==> config.mk <==
export PLATFORM = sky130hd
export DESIGN_NAME = fp_sp_to_i32
export DESIGN_NICKNAME = d
export VERILOG_FILES = /design/src/rtl/fp_sp_to_i32.sv
export SDC_FILE = /design/constraint.sdc
export NUM_CORES = 1
export LEC_CHECK = 0
export ABC_AREA = 1
export CAP_MARGIN = 20
export CELL_PAD_IN_SITES_DETAIL_PLACEMENT = 1
export CELL_PAD_IN_SITES_GLOBAL_PLACEMENT = 2
export CORE_UTILIZATION = 29
export DETAILED_ROUTE_END_ITERATION = 6
export PLACE_DENSITY_LB_ADDON = 0.1
export SETUP_SLACK_MARGIN = 0.1
export SLEW_MARGIN = 20
export SYNTH_ARGS = -nofsm -noshare
export SYNTH_HDL_FRONTEND = slang
export SYNTH_SLANG_ARGS = --single-unit
export TNS_END_PERCENT = 20
==> constraint.sdc <==
create_clock -name clk -period 0.8 [get_ports clk]
set_input_delay 0.12 -clock clk [delete_from_list [all_inputs] [get_ports clk]]
set_output_delay 0.12 -clock clk [all_outputs]
set_load 0.005 [all_outputs]
==> src/rtl/fp_sp_to_i32.sv <==
// FloPoCo single-precision (34-bit) to signed int32 converter, 0..3 register stages.
// Define FP_SP_TO_I32_RNE_EN for round-to-nearest-even; default build truncates toward zero.
module fp_sp_to_i32 #(
    parameter int NUM_STAGES = 1
) (
    input  logic        clk,
    input  logic        rst_n,
    input  logic        ce,
    input  logic        in_valid,
    input  logic [33:0] X,
    output logic [31:0] R,
    output logic        out_valid,
    output logic        invalid
);

    typedef struct packed {
        logic        valid;
        logic        sat;
        logic        sat_neg;
        logic        bad;
        logic        zero;
        logic        sign;
        logic [7:0]  expo;
        logic [23:0] mant;
    } dec_t;

    typedef struct packed {
        logic        valid;
        logic        sat;
        logic        sat_neg;
        logic        bad;
        logic        sign;
        logic [31:0] mag;
    } shf_t;

    dec_t        dec_next;
    dec_t        dec_cur;
    shf_t        shf_next;
    shf_t        shf_cur;
    logic [31:0] res_next;

    generate
        if (NUM_STAGES < 0 || NUM_STAGES > 3) begin : g_bad_num_stages
            $error("fp_sp_to_i32: NUM_STAGES must be 0, 1, 2 or 3");
        end
    endgenerate

    // Decode and classify; anything that ends in a constant result is flagged as sat/zero here.
    always_comb begin
        dec_next       = '0;
        dec_next.valid = in_valid;
        dec_next.sign  = X[31];
        dec_next.expo  = X[30:23];
        dec_next.mant  = {1'b1, X[22:0]};
        case (X[33:32])
            2'b00: dec_next.zero = 1'b1;
            2'b01: begin
                if (X[30:23] >= 8'd158) begin
                    dec_next.sat     = 1'b1;
                    dec_next.sat_neg = X[31];
                    // -2^31 is the one e=31 value that is exactly representable
                    dec_next.bad     = !(X[31] && (X[30:23] == 8'd158) && (X[22:0] == 23'd0));
                end
            end
            2'b10: begin
                dec_next.sat     = 1'b1;
                dec_next.sat_neg = X[31];
                dec_next.bad     = 1'b1;
            end
            default: begin
                dec_next.sat     = 1'b1;
                dec_next.sat_neg = 1'b1;
                dec_next.bad     = 1'b1;
            end
        endcase
    end

    generate
        if (NUM_STAGES >= 2) begin : g_dec_reg
            dec_t dec_reg;
            always_ff @(posedge clk or negedge rst_n) begin
                if (!rst_n) begin
                    dec_reg <= '0;
                end else if (ce) begin
                    if (dec_next.valid) dec_reg <= dec_next;
                    else                dec_reg.valid <= 1'b0;
                end
            end
            assign dec_cur = dec_reg;
        end else begin : g_dec_comb
            assign dec_cur = dec_next;
        end
    endgenerate

    // Shifter: left for e>=23 (exact), right otherwise with the shift clamped at 25,
    // which already pushes the whole mantissa below the guard position.
    logic [31:0] mag;
    logic [7:0]  rsh;
    logic [4:0]  rsh_c;
`ifdef FP_SP_TO_I32_RNE_EN
    logic [47:0] ext;
    logic        round_up;
`endif

    always_comb begin
        shf_next         = '0;
        shf_next.valid   = dec_cur.valid;
        shf_next.sat     = dec_cur.sat;
        shf_next.sat_neg = dec_cur.sat_neg;
        shf_next.bad     = dec_cur.bad;
        shf_next.sign    = dec_cur.sign;
        mag              = '0;
        rsh              = '0;
        rsh_c            = '0;
`ifdef FP_SP_TO_I32_RNE_EN
        ext              = '0;
        round_up         = 1'b0;
`endif
        if (dec_cur.zero || dec_cur.sat) begin
            mag = '0;
        end else if (dec_cur.expo >= 8'd150) begin
            mag = {8'd0, dec_cur.mant} << (dec_cur.expo - 8'd150);
        end else begin
            rsh   = 8'd150 - dec_cur.expo;
            rsh_c = (rsh > 8'd25) ? 5'd25 : rsh[4:0];
`ifdef FP_SP_TO_I32_RNE_EN
            ext      = {dec_cur.mant, 24'd0} >> rsh_c;
            mag      = {8'd0, ext[47:24]};
            round_up = ext[23] && ((|ext[22:0]) || ext[24]);
            mag      = mag + {31'd0, round_up};
`else
            mag = {8'd0, dec_cur.mant >> rsh_c};
`endif
        end
        shf_next.mag = mag;
    end

    generate
        if (NUM_STAGES == 3) begin : g_shf_reg
            shf_t shf_reg;
            always_ff @(posedge clk or negedge rst_n) begin
                if (!rst_n) begin
                    shf_reg <= '0;
                end else if (ce) begin
                    if (shf_next.valid) shf_reg <= shf_next;
                    else                shf_reg.valid <= 1'b0;
                end
            end
            assign shf_cur = shf_reg;
        end else begin : g_shf_comb
            assign shf_cur = shf_next;
        end
    endgenerate

    always_comb begin
        res_next = '0;
        if (shf_cur.sat)
            res_next = shf_cur.sat_neg ? 32'h8000_0000 : 32'h7FFF_FFFF;
        else
            res_next = shf_cur.sign ? (32'd0 - shf_cur.mag) : shf_cur.mag;
    end

    generate
        if (NUM_STAGES == 0) begin : g_out_comb
            assign R         = res_next;
            assign invalid   = shf_cur.bad;
            assign out_valid = shf_cur.valid;
        end else begin : g_out_reg
            logic [31:0] r_reg;
            logic        invalid_reg;
            logic        valid_reg;
            // Bubbles leave R/invalid at their last value; only valid_reg tracks them.
            always_ff @(posedge clk or negedge rst_n) begin
                if (!rst_n) begin
                    r_reg       <= '0;
                    invalid_reg <= 1'b0;
                    valid_reg   <= 1'b0;
                end else if (ce) begin
                    valid_reg <= shf_cur.valid;
                    if (shf_cur.valid) begin
                        r_reg       <= res_next;
                        invalid_reg <= shf_cur.bad;
                    end
                end
            end
            assign R         = r_reg;
            assign invalid   = invalid_reg;
            assign out_valid = valid_reg;
        end
    endgenerate

endmodule

==> results of run 1 <==
per-stage QoR:
stage                     hold slack, ns  util (%)  setup slack [ns]  instances
after floorplan                   -0.176         -             -2.22       1062
after global placement           -0.0107      44.8             -3.02       1597
after detailed placement         -0.0140      44.8             -3.12       1597
after CTS                          0.221      50.0             -2.14       1629
after global routing               0.120      51.8             -2.36       1646
final                             0.0988      51.8             -2.14       1646
cell type report:
cell class,count,area (um2),area share [%]
clock inverters,3,45.0,0.444
multi-input cells,903,5440,53.6
repair buffers,366,3050,30.0
flip-flops and latches,34,851,8.38
inverters,68,294,2.90
clock buffers,5,125,1.23
repair inverters,2,17.5,0.173
well taps,265,332,3.27
repair_timing:
action                                  CTS  global route
resized for setup                       282           121
hold endpoints to repair                 34             0
hold buffers                              1             0
gates cloned                              5             2
setup buffers                            18            15
endpoints found under the setup margin   67            68
pin swaps                                58            48
path summary, 6_finish.rpt:
| check | to | startpoint |
|---|---|---|
| worst max-delay path | R[24] | X[25] |
| worst min-delay path | out_valid | ce |
| worst max register to register | R[5] | R[5] |
| worst min register to register | invalid | invalid |
| max in group asynchronous | invalid | rst_n |
| min in group asynchronous | R[3] | rst_n |
power by group:
group	switching [mW]	internal [mW]
combinational	3.89	3.04
clock	0.804	1.47
sequential	0.167	2.02
metal layers:
metal	up-vias	global-route usage (%)	wire length, um
li1	4276	-	-
met1	4235	38.6	13400
met2	219	53.2	14800
met3	39	4.33	1510
met4	0	7.05	582
met5	-	0	0
kinds of logic (layout without fill, tap and decap cells):
kind of cell | count (synthesis) | in the layout
compound gates | 112 | 112
xor+xnor | 8 | 8
fa+ha+maj | 6 | 6
buf+inv | 126 | 444
flops | 34 | 34
simple gates | 776 | 777
Yosys cell counts (all sizes together) (2+ instances only):
library cell	instances
a21boi	2
xnor2	3
nand3b	5
o211ai	9
o21ai	42
ha	6
xor2	5
buf	33
and2	3
nand4	42
dfrtp	34
clkbuf	25
clkinv	4
nand2	312
a31oi	3
nor4	4
nor3	9
o31ai	2
nor2	91
inv	64
a21oi	48
nand3	307
or2	3
==> flow_summary.json, run 1 <==
{
  "status": "complete, but fails checks",
  "violations": "setup timing",
  "start_util_pct": 29.8,
  "critPathRequiredTime_ns": 1.02,
  "layout_commonest_cell": "buf_4",
  "p_leak_nw": 5.07,
  "power_density_nw_per_um2": 1120,
  "cts_made_buffers": 5,
  "fin_ws_ns": -2.14,
  "syn_area_per_cell_um2": 5.49,
  "clock-sinks": 34,
  "synth_top_area_share_pct": 25.4,
  "grt_pass1_vias": 8896,
  "drv_slew": 0,
  "synth_compound_area_share_pct": 10.9,
  "yosysUniqueCellTypes": 45,
  "max_freq_mhz": 340,
  "grt_first_pass_wirelength_um": 47800,
  "top_level_ports": 72,
  "maxSlewHeadroom_pct": 66.2,
  "largest_reg_flops": 32,
  "fin_skew_ns": 0,
  "synth_cells": 1062,
  "drtIter0Drc": 522,
  "synth_top_family_by_area": "simple AND/OR/NAND/NOR gates",
  "fin_nets": 1424,
  "fill_cells": 2600,
  "min_path_cells": 2,
  "crit_path_max_incr_delay_ns": 0.30,
  "grt_max_degree": 44,
  "ys.flop_type": "dfrtp_1",
  "ys_ff_latch": 34,
  "area_delta_synth_final_pct": 74.1,
  "via_per_inst": 5.33,
  "tightestPinTransition_ns": 0.507,
  "timing_worst_setup_path_type": "input port to register",
  "ff2ff_setup_slack_ns": 0.04,
  "synth_area_um2": 5830,
  "wire_per_inst_um": 18.4,
  "die_area_um2": 20700,
  "grt.overflow.total": 0,
  "synth_mux_area_share_pct": 0,
  "dp_hpwl_um": 23500,
  "rsz0062_at_grt": "true",
  "drive_gt1_share_pct": 44.0,
  "rows": 51,
  "cp-end-kind": "register",
  "finalSetupViolations": 67,
  "io_buffer_count": 71,
  "track_usage_pct": 30.2,
  "core_um2": 19600,
  "synth-async-reset-ratio_pct": 100,
  "synth_nets": 1106,
  "maxCapViolations": 0,
  "period_minus_slack_ns": 2.94,
  "yosysWarnings": 0,
  "vias": 8769,
  "fp.dieW_um": 144,
  "tns_ns": -69.31,
  "final_area_um2": 10200,
  "post-route-period-util_pct": 368,
  "cpLargestDelayFamily": "simple AND/OR/NAND/NOR gates",
  "drtPass1Iterations": 5,
  "clkTransAtPathRegs_ns": 0.06,
  "synth_edf_count": 0,
  "total_power_mw": 11.4,
  "hold_viol": 0,
  "synth_area_leader_cell": "nand3_1",
  "netlist_top_cells_area": "nand3_1 (25%), nand2_1 (19%), dfrtp_1 (15%), nor2_1 (5.1%), nand4_1 (4.5%)",
  "synthXorXnorAreaFrac_pct": 1.20,
  "antenna_found_initial": 0,
  "crit_path_start_kind": "input port",
  "synthAdderAreaFrac_pct": 1.29,
  "synthSimpleGateAreaFrac_pct": 62.6,
  "clock_tree.root_cell": "clkbuf_16",
  "clk-insertion-delay-late_ns": 0.29,
  "cts_tree": "done",
  "ant_nets": 0,
  "cp_max_fo": 17,
  "hold_class": "input port to register",
  "final_cell_mix": "buf_4 (264), nand2_1 (224), nand3_1 (223)",
  "cts_buffer_depth": 2,
  "crit_cells": 25,
  "die_h_um": 144,
  "htreeDepth": 2,
  "crit_buf_inv": 5,
  "r2r_cells": 3,
  "placed_area_um2": 8780,
  "cp_slowest_cell": "o211ai_1",
  "ys_seq_area_share_pct": 14.6,
  "drt_wl_total_um": 30300,
  "gp_congestion": 0.929,
  "antennaDiodeCount": 0,
  "vdd_drop_max_v": 0.000786,
  "post-route-drc-count": 0,
  "cp.arrival_ns": 3.16
}
(Power assumes the default switching activity.)
==> inputs of run 2 (changes only) <==
--- a/config.mk
+++ b/config.mk
@@ -10,8 +10,10 @@
 export CELL_PAD_IN_SITES_DETAIL_PLACEMENT = 1
 export CELL_PAD_IN_SITES_GLOBAL_PLACEMENT = 2
 export CORE_UTILIZATION = 29
+export CTS_CLUSTER_DIAMETER = 150
 export DETAILED_ROUTE_END_ITERATION = 6
 export PLACE_DENSITY_LB_ADDON = 0.1
+export REMOVE_ABC_BUFFERS = 1
 export SETUP_SLACK_MARGIN = 0.1
 export SLEW_MARGIN = 20
 export SYNTH_ARGS = -nofsm -noshare
==> run 2 against run 1 <==
Compared with the run above: the run ends with DRC, setup timing left; core utilization grew 2.4 points; wire length up 9.3%; clock skew unchanged; clock power down 17%; setup slack got worse by 0.21 ns; sequential cell count unchanged; final cell count grew 0.43%; largest cell class unchanged; highest routed layer unchanged.
==> flow_summary.json, run 2 (synthesized netlist as in run 1, its figures left out) <==
{
  "cp-end-kind": "register",
  "antenna_found_initial": 0,
  "clk-insertion-delay-late_ns": 0.28,
  "cts_made_buffers": 5,
  "grt_first_pass_wirelength_um": 48900,
  "power_density_nw_per_um2": 1080,
  "r2r_cells": 2,
  "timing_worst_setup_path_type": "input port to register",
  "placed_area_um2": 8620,
  "drt_wl_total_um": 33200,
  "fin_skew_ns": 0,
  "r2r_end": "R[23]",
  "finalSetupViolations": 67,
  "io_buffer_count": 71,
  "dp_hpwl_um": 23200,
  "clock_tree.root_cell": "clkbuf_16",
  "drtPass1Iterations": 7,
  "core_um2": 19600,
  "hold_class": "input port to register",
  "ant_nets": 0,
  "top_level_ports": 72,
  "fp.dieW_um": 144,
  "post-route-period-util_pct": 393,
  "hold_viol": 0,
  "maxSlewHeadroom_pct": 64.2,
  "violations": "DRC, setup timing",
  "fin_nets": 1432,
  "track_usage_pct": 30.5,
  "tns_ns": -74.49,
  "die_area_um2": 20700,
  "period_minus_slack_ns": 3.15,
  "tightestPinTransition_ns": 0.531,
  "grt.overflow.total": 0,
  "post-route-drc-count": 2,
  "vias": 9028,
  "fill_cells": 2551,
  "p_leak_nw": 5.25,
  "drtIter0Drc": 590,
  "rsz0062_at_grt": "true",
  "ff2ff_setup_slack_ns": 0.10,
  "htreeDepth": 2,
  "cp.arrival_ns": 3.30,
  "start_util_pct": 29.8,
  "fin_ws_ns": -2.35,
  "fin_util_pct": 54.3,
  "status": "complete, but fails checks",
  "critPathRequiredTime_ns": 0.96,
  "cp_max_fo": 7,
  "maxCapViolations": 0,
  "dp_slack_ns": -3.16,
  "clock-sinks": 34,
  "worstHoldEndpoint": "out_valid",
  "die_h_um": 144,
  "drive_gt1_share_pct": 49.6,
  "antennaDiodeCount": 0,
  "hp-start": "ce",
  "drv_slew": 0,
  "total_power_mw": 11.5,
  "gp_congestion": 0.946,
  "area_delta_synth_final_pct": 82.3,
  "final_cell_mix": "buf_4 (261), nand2_1 (205), nand3_1 (188)",
  "min_path_cells": 2,
  "largest_reg_flops": 32,
  "vdd_drop_max_v": 0.000792,
  "layout_commonest_cell": "buf_4",
  "via_per_inst": 5.46,
  "max_freq_mhz": 318,
  "r2r-start": "R[23]",
  "grt_pass1_vias": 9111,
  "cts_tree": "done",
  "grt_max_degree": 44,
  "clkTransAtPathRegs_ns": 0.06,
  "cts_buffer_depth": 2,
  "final_area_um2": 10600,
  "rows": 51,
  "wire_per_inst_um": 20.1,
  "crit_path_start_kind": "input port"
}
==> run 2: changes by cell type in the layout (fill, tap and decap cells not counted), moves of 4 or more <==
| cell | change |
|---|---|
| nand3_4 | +10 |
| buf_12 | +4 |
| nand3_1 | -35 |
| nand2_4 | +12 |
| dlymetal6s2s_1 | +4 |
| a21oi_1 | -7 |
| a21oi_2 | +7 |
| inv_2 | +5 |
| nor2_2 | +10 |
| nand3_2 | +25 |
| nor2_1 | -8 |
| nand2_2 | +6 |
| nand2_1 | -19 |
| buf_6 | +9 |
==> run 2: repair_timing <==
item                       CTS  global route
gates resized for setup    324           216
setup endpoints to repair   67            81
hold buffers                 1             0
hold endpoints to repair    34             0
pin swaps                   77           106
cloned                       4             1
setup buffers               35            14
==> run 2: area by class of cell <==
class	count	area, um2	area share, %
Multi-Input combinational cell	903	5860	55.2
Timing Repair Buffer	375	3180	29.9
Sequential cell	34	851	8.00
Tap cell	265	332	3.12
Inverter	68	268	2.52
Clock buffer	5	125	1.18
Clock inverter	2	10.0	0.0942
Timing Repair inverter	1	3.75	0.0353
==> run 2: layer usage <==
metal	GRT usage, %	share of wire, %
met1	41.0	44
met2	53.4	50
met3	2.07	4.4
met4	5.77	2.3
met5	0	0
==> run 2: per-stage QoR <==
step / hold WS, ns / cells
4_1_cts: 0.233 / 1639
3_3_place_gp: -0.00687 / 1592
2_1_floorplan: -0.176 / 1004
5_1_grt: 0.0905 / 1653
3_5_place_dp: -0.00936 / 1592
6_report: 0.0623 / 1653
==> run 2: power by group <==
part | total [mW] | switching (mW) | leakage (nW) | internal (mW)
logic | 7.45 | 4.25 | 4.81 | 3.20
registers | 2.18 | 0.161 | 0.377 | 2.02
clock network | 1.89 | 0.761 | 0.0694 | 1.13
==> run 2: worst max path at each step <==
stage               start  endpoint  slack (ns)  depth (start not counted)
floorplan           X[24]     R[26]       -2.97                         25
global placement    X[24]     R[23]       -3.10                         26
detailed placement  X[24]     R[29]       -3.16                         28
CTS                 X[24]     R[18]       -2.09                         26
global route        X[24]      R[5]       -2.50                         25
finish              X[24]      R[5]       -2.35                         25
==> run 2: critical path: stages <==
cell and delay, ns:
buf_12 0.12, ha_4 0.17, nand2_4 0.09, nand2_2 0.07
nand2_2 0.09, nand3_2 0.11, a21oi_4 0.30, buf_6 0.19
buf_4 0.13, nand4_1 0.24, nand3_2 0.20, nand3_2 0.11
nand2_2 0.09, nand2_4 0.07, nand2_1 0.08, nand4_1 0.16
nand2_2 0.14, inv_2 0.06, nand3_4 0.08, nor2_2 0.05
buf_4 0.16, buf_4 0.13, nor2_2 0.09, xor2_1 0.15
a21oi_1 0.08
==> edit 1 (config.mk and constraints of run 1) <==
Register the output `R`, cleared by the reset; this adds one clock of latency there. The other outputs are not delayed to match.
--- a/src/rtl/fp_sp_to_i32.sv
+++ b/src/rtl/fp_sp_to_i32.sv
@@ -33,4 +33,6 @@
         logic [31:0] mag;
     } shf_t;
+
+    logic [31:0] R_d;
 
     dec_t        dec_next;
@@ -163,5 +165,5 @@
     generate
         if (NUM_STAGES == 0) begin : g_out_comb
-            assign R         = res_next;
+            assign R_d       = res_next;
             assign invalid   = shf_cur.bad;
             assign out_valid = shf_cur.valid;
@@ -184,5 +186,5 @@
                 end
             end
-            assign R         = r_reg;
+            assign R_d       = r_reg;
             assign invalid   = invalid_reg;
             assign out_valid = valid_reg;
@@ -190,4 +192,12 @@
     endgenerate
 
+    always_ff @(posedge clk or negedge rst_n) begin
+        if (!rst_n) begin
+            R <= '0;
+        end else begin
+            R <= R_d;
+        end
+    end
+
 endmodule
 
Behaviour: not the same (Yosys sat finds a counterexample within 4 cycles, from zero or initial values and one cycle with rst_n low).
==> edit 1 against run 1 <==
The run still ends with negative setup slack left. Design area up 7.9%. Area after synthesis is 16% higher. Power increased by 34%. Sequential cell count grew 32. Wire length is 7.5% higher. Critical path depth grew 3. Clock skew grew 4.1 ps. Worst setup slack worse by 220 ps. Utilization decreased by 3.7 points. Highest routed layer unchanged.
==> edit 1: results (changes against run 1) <==
- Status: finished with violations
- Failing checks: negative setup slack
- Fillers: 2951 (+14%)
- CP delay by family, top: simple AND/OR/NAND/NOR gates
- Crit path max-delay cell type: dlygate4sd2_1
- Crit-path max FO: 10 (-7)
- WP data arrival: 3370 ps (+210 ps)
- Share of layout cells above drive strength 1: 0.400 (-0.0404)
- Leak: 0.00551 uW (+8.7%)
- Max incr delay on CP: 250 ps (-50 ps)
- Hold path cells: 2 (unchanged)
- Vias in the first global route: 9411 (+5.8%)
- Register area share after synthesis: 0.243 (+0.0974)
- Met3 Track Usage GR: 0.0234 (-0.0199)
- Clk pin slew, worst setup/hold paths: 60 ps (about the same)
- RePlAce Congestion: 0.898 (-3.4%)
- Relative slew slack: 0.553 (-0.109)
- Total GRT Usage: 0.274 (-0.0285)
- M1 GR Usage: 0.365 (-0.0207)
- Post-place setup slack: -3210 ps (-90.6 ps)
- Synth cell count leaders: nand2_1 (335), nand3_1 (291), dfrtp_1 (66)
- Asr flop ratio synth: 1.00 (unchanged)
- Nets: 1482 (+4.1%)
- 1st-iter DRT viols: 490 (-6.1%)
- Clk Latency, worst-skew pair: 330 ps (+40 ps)
- Final TNS setup: -74770 ps (-5470 ps)
- Pin count of the biggest net entering global routing: 67 (+52%)
- GR Util met2: 0.480 (-0.0521)
- Via count: 9076 (+3.5%)
- I/O Buffers: 71 (unchanged)
- Yosys cell types: 44 (-2.2%)
- H-Tree Depth: 3 (+1)
- Mapped Nets: 1167 (+5.5%)
- Clock Tree Buf Depth: 2 (unchanged)
- Root Buffer: clkbuf_16
- Setup violators final: 67 (unchanged)
- CTS buffer count: 9 (+4)
- Maximum VDD drop: 0.00109 V (+39%)
- Path depth of the worst reg2reg path: 2 (-1)
- HPWL after detailed placement: 25100 um (+7.0%)
- Clock Skew: 4.11 ps (+4.11 ps)
- Area contributors post-synth: dfrtp_1 (24%), nand3_1 (21%), nand2_1 (19%)
- PnR worst setup slack: -2360 ps (-216 ps)
- First-pass GRT wire length: 51400 um (+7.6%)
- Wire per inst: 18.6 um (+0.79%)
- Number of diodes: 0 (unchanged)
edit 1: changes by cell type after synthesis, sizes merged, moves of 3 or more:
cell	run 1	this run
inv	64	79
dfrtp	34	66
nor2	91	79
nand3	307	297
buf	33	30
o21ai	42	37
clkbuf	25	28
nand2	312	357
edit 1: timing repair:
| action | CTS | global route |
|---|---|---|
| pin swaps | 54 | 50 |
| gates cloned | 4 | 0 |
| resized for setup | 211 | 135 |
| hold buffers | 1 | 0 |
| endpoints found under the setup margin | 67 | 97 |
| hold endpoints to repair | 66 | 0 |
| setup buffers | 18 | 23 |
edit 1: final timing paths:
kind                          from   endpoint  slack [ps]
max                          X[28]    R_d[10]       -2360
min                             ce  out_valid          20
max reg2reg                 R_d[0]     R_d[0]          60
min reg2reg                R_d[13]      R[13]         370
max in group asynchronous    rst_n    R_d[31]         180
min in group asynchronous    rst_n       R[5]         350
edit 1: kinds of logic (layout without fill, tap and decap cells):
| group | count (synthesis) | count (layout) | share of synthesized area |
|---|---|---|---|
| and+or+nand+nor | 796 | 796 | 0.556 |
| buffers and inverters | 142 | 462 | 0.0909 |
| AOI/OAI and AO/OA | 103 | 103 | 0.0861 |
| DFF | 66 | 66 | 0.243 |
| xor gates and xnor gates | 10 | 10 | 0.0129 |
| adders and majority gates | 6 | 6 | 0.0111 |
edit 1: where the power goes:
part | internal [uW] | switching (uW)
Sequential | 3940 | 255
Clock | 2090 | 1490
Combinational | 3210 | 4280
Total | 9240 | 6020
edit 1: cell type report:
cell class	instances	area [sq um]	share of cell area
Clock buffer	10	229	0.0209
Tap cell	313	392	0.0358
Clock inverter	6	43.8	0.00400
Timing Repair Buffer	362	3010	0.274
Inverter	84	358	0.0327
Sequential cell	66	1650	0.151
Multi-Input combinational cell	915	5280	0.482
edit 1: worst register-to-register path, cell delays in order (launching register included):
cell,delay [ps]
dfrtp_1,380
o21ai_0,190
inv_1,60
edit 1: routing by layer:
layer / vias to the layer above / wire length [um]
met5: - / 0
met4: 0 / 723
met3: 48 / 902
met2: 157 / 16000
met1: 4455 / 15000
li1: 4416 / -
edit 1: per-stage QoR:
stage,cell area (sq um),cells,util
after floorplan,6930,1123,-
after global placement,9620,1696,0.422
after detailed placement,9620,1696,0.422
after CTS,10600,1735,0.464
after global routing,11000,1756,0.481
final,11000,1756,0.481
==> edit 2 (flow settings as in run 1) <==
Without the edit above. The option `FP_SP_TO_I32_RNE_EN` is turned on by a define.
--- a/src/rtl/fp_sp_to_i32.sv
+++ b/src/rtl/fp_sp_to_i32.sv
@@ -1,4 +1,6 @@
 // FloPoCo single-precision (34-bit) to signed int32 converter, 0..3 register stages.
 // Define FP_SP_TO_I32_RNE_EN for round-to-nearest-even; default build truncates toward zero.
+`define FP_SP_TO_I32_RNE_EN
+
 module fp_sp_to_i32 #(
     parameter int NUM_STAGES = 1
Function: changed (a bounded check fails within 4 cycles, from zero or initial values and one cycle with rst_n low).
==> edit 2 against run 1 <==
The flow still finishes with violations (negative setup slack). Register-to-register slack worse by 60 ps. Design area increased by 27%. Worst setup slack worse by 1300 ps. Sequential cell count unchanged. Area after synthesis up 24%. Power increased by 20%. Wire length rose by 37%. Synthesized cell count up 30%. Largest cell class unchanged. Highest routed layer unchanged.
==> edit 2: results (changes against run 1) <==
- Status: finished with violations
- Failing checks: negative setup slack
- WP data arrival: 4480 ps (+1320 ps)
- WL met1: 18700 um (+39%)
- Area contributors post-synth: nand2_1 (24%), nand3_1 (17%), dfrtp_1 (12%)
- Pin count of the biggest net entering global routing: 47 (+6.8%)
- Max incr delay on CP: 260 ps (-40 ps)
- Synth cell count leaders: nand2_1 (454), nand3_1 (241), nor2_1 (134)
- Share of layout cells above drive strength 1: 0.439 (-0.00118)
- Met3 Track Usage GR: 0.0527 (+0.00941)
- WL met3: 1990 um (+32%)
- Yosys cell types: 54 (+20%)
- Crit path max-delay cell type: bufbuf_16
- Vias per inst: 5.29 (-0.76%)
- Wire per inst: 19.3 um (+4.9%)
- Routed met2 length: 19900 um (+35%)
- RePlAce Congestion: 0.919 (-1.0%)
- Register area share after synthesis: 0.118 (-0.0284)
- 1st-iter DRT viols: 743 (+42%)
- Critical Path Start: X[24]
- Crit-path max FO: 6 (-11)
- Leak: 0.00640 uW (+26%)
- Final TNS setup: -105780 ps (-36470 ps)
- Via count: 11300 (+29%)
- Fillers: 3299 (+27%)
- Nets: 1867 (+31%)
- Reg2reg start: R[0]
- Mapped Nets: 1422 (+29%)
- GR Util met2: 0.523 (-0.00966)
- Post-place setup slack: -4280 ps (-1160 ps)
- Worst Hold Slack: 73.2 ps (-25.6 ps)
- Area after DPL: 11000 sq um (+25%)
- Cells after DPL: 2076 (+30%)
- Relative slew slack: 0.606 (-0.0567)
- M1 GR Usage: 0.411 (+0.0255)
- PnR worst setup slack: -3470 ps (-1330 ps)
- Setup violators final: 67 (unchanged)
- Post-Syn Area per Cell: 5.26 sq um (-4.2%)
- Maximum VDD drop: 0.000825 V (+4.9%)
- HPWL after detailed placement: 30600 um (+31%)
- DR pass1 iterations: 6 (+1)
- R2R setup slack: -20 ps (-60 ps)
==> edit 2: cell families (layout without fill, tap and decap cells) <==
family	Yosys count	in the layout	share of synthesized area
AO/OA/AOI/OAI	170	170	0.130
XOR/XNOR	14	14	0.0169
multiplexers	5	5	0.00691
adder cells (fa/ha/maj)	8	8	0.0138
AND/OR/NAND/NOR	966	968	0.605
buffers and inverters	179	623	0.110
flip-flops	34	34	0.118
==> edit 2: final cells by class <==
| cell class | instances | area, sq um | area share |
|---|---|---|---|
| Clock inverter | 1 | 5.00 | 0.000387 |
| Multi-Input combinational cell | 1165 | 6920 | 0.536 |
| Timing Repair Buffer | 501 | 4080 | 0.315 |
| Tap cell | 324 | 405 | 0.0314 |
| Timing Repair inverter | 3 | 57.6 | 0.00445 |
| Clock buffer | 7 | 143 | 0.0110 |
| Inverter | 111 | 465 | 0.0360 |
| Sequential cell | 34 | 851 | 0.0658 |
==> edit 2: final timing paths <==
kind	to	cells past startpoint
setup / recovery	R[28]	40
hold / removal	out_valid	2
setup reg to reg	R[0]	3
hold reg to reg	invalid	2
max in group asynchronous	R[27]	3
min in group asynchronous	R[9]	3
==> edit 2: what timing repair did <==
item                                    in CTS  in global routing
pin swaps                                   65                 58
hold buffers                                 1                  0
hold endpoints to repair                    34                  0
cloned                                       6                  3
gates resized for setup                    314                150
endpoints found under the setup margin      67                 68
setup buffers                               38                 14
==> edit 2: power breakdown <==
part / internal (uW) / switching (uW) / total [uW] / leakage, uW
combinational: 4170 / 5310 / 9490 / 0.00595
sequential: 2030 / 187 / 2210 / 0.000376
clock: 1230 / 720 / 1950 / 0.0000739
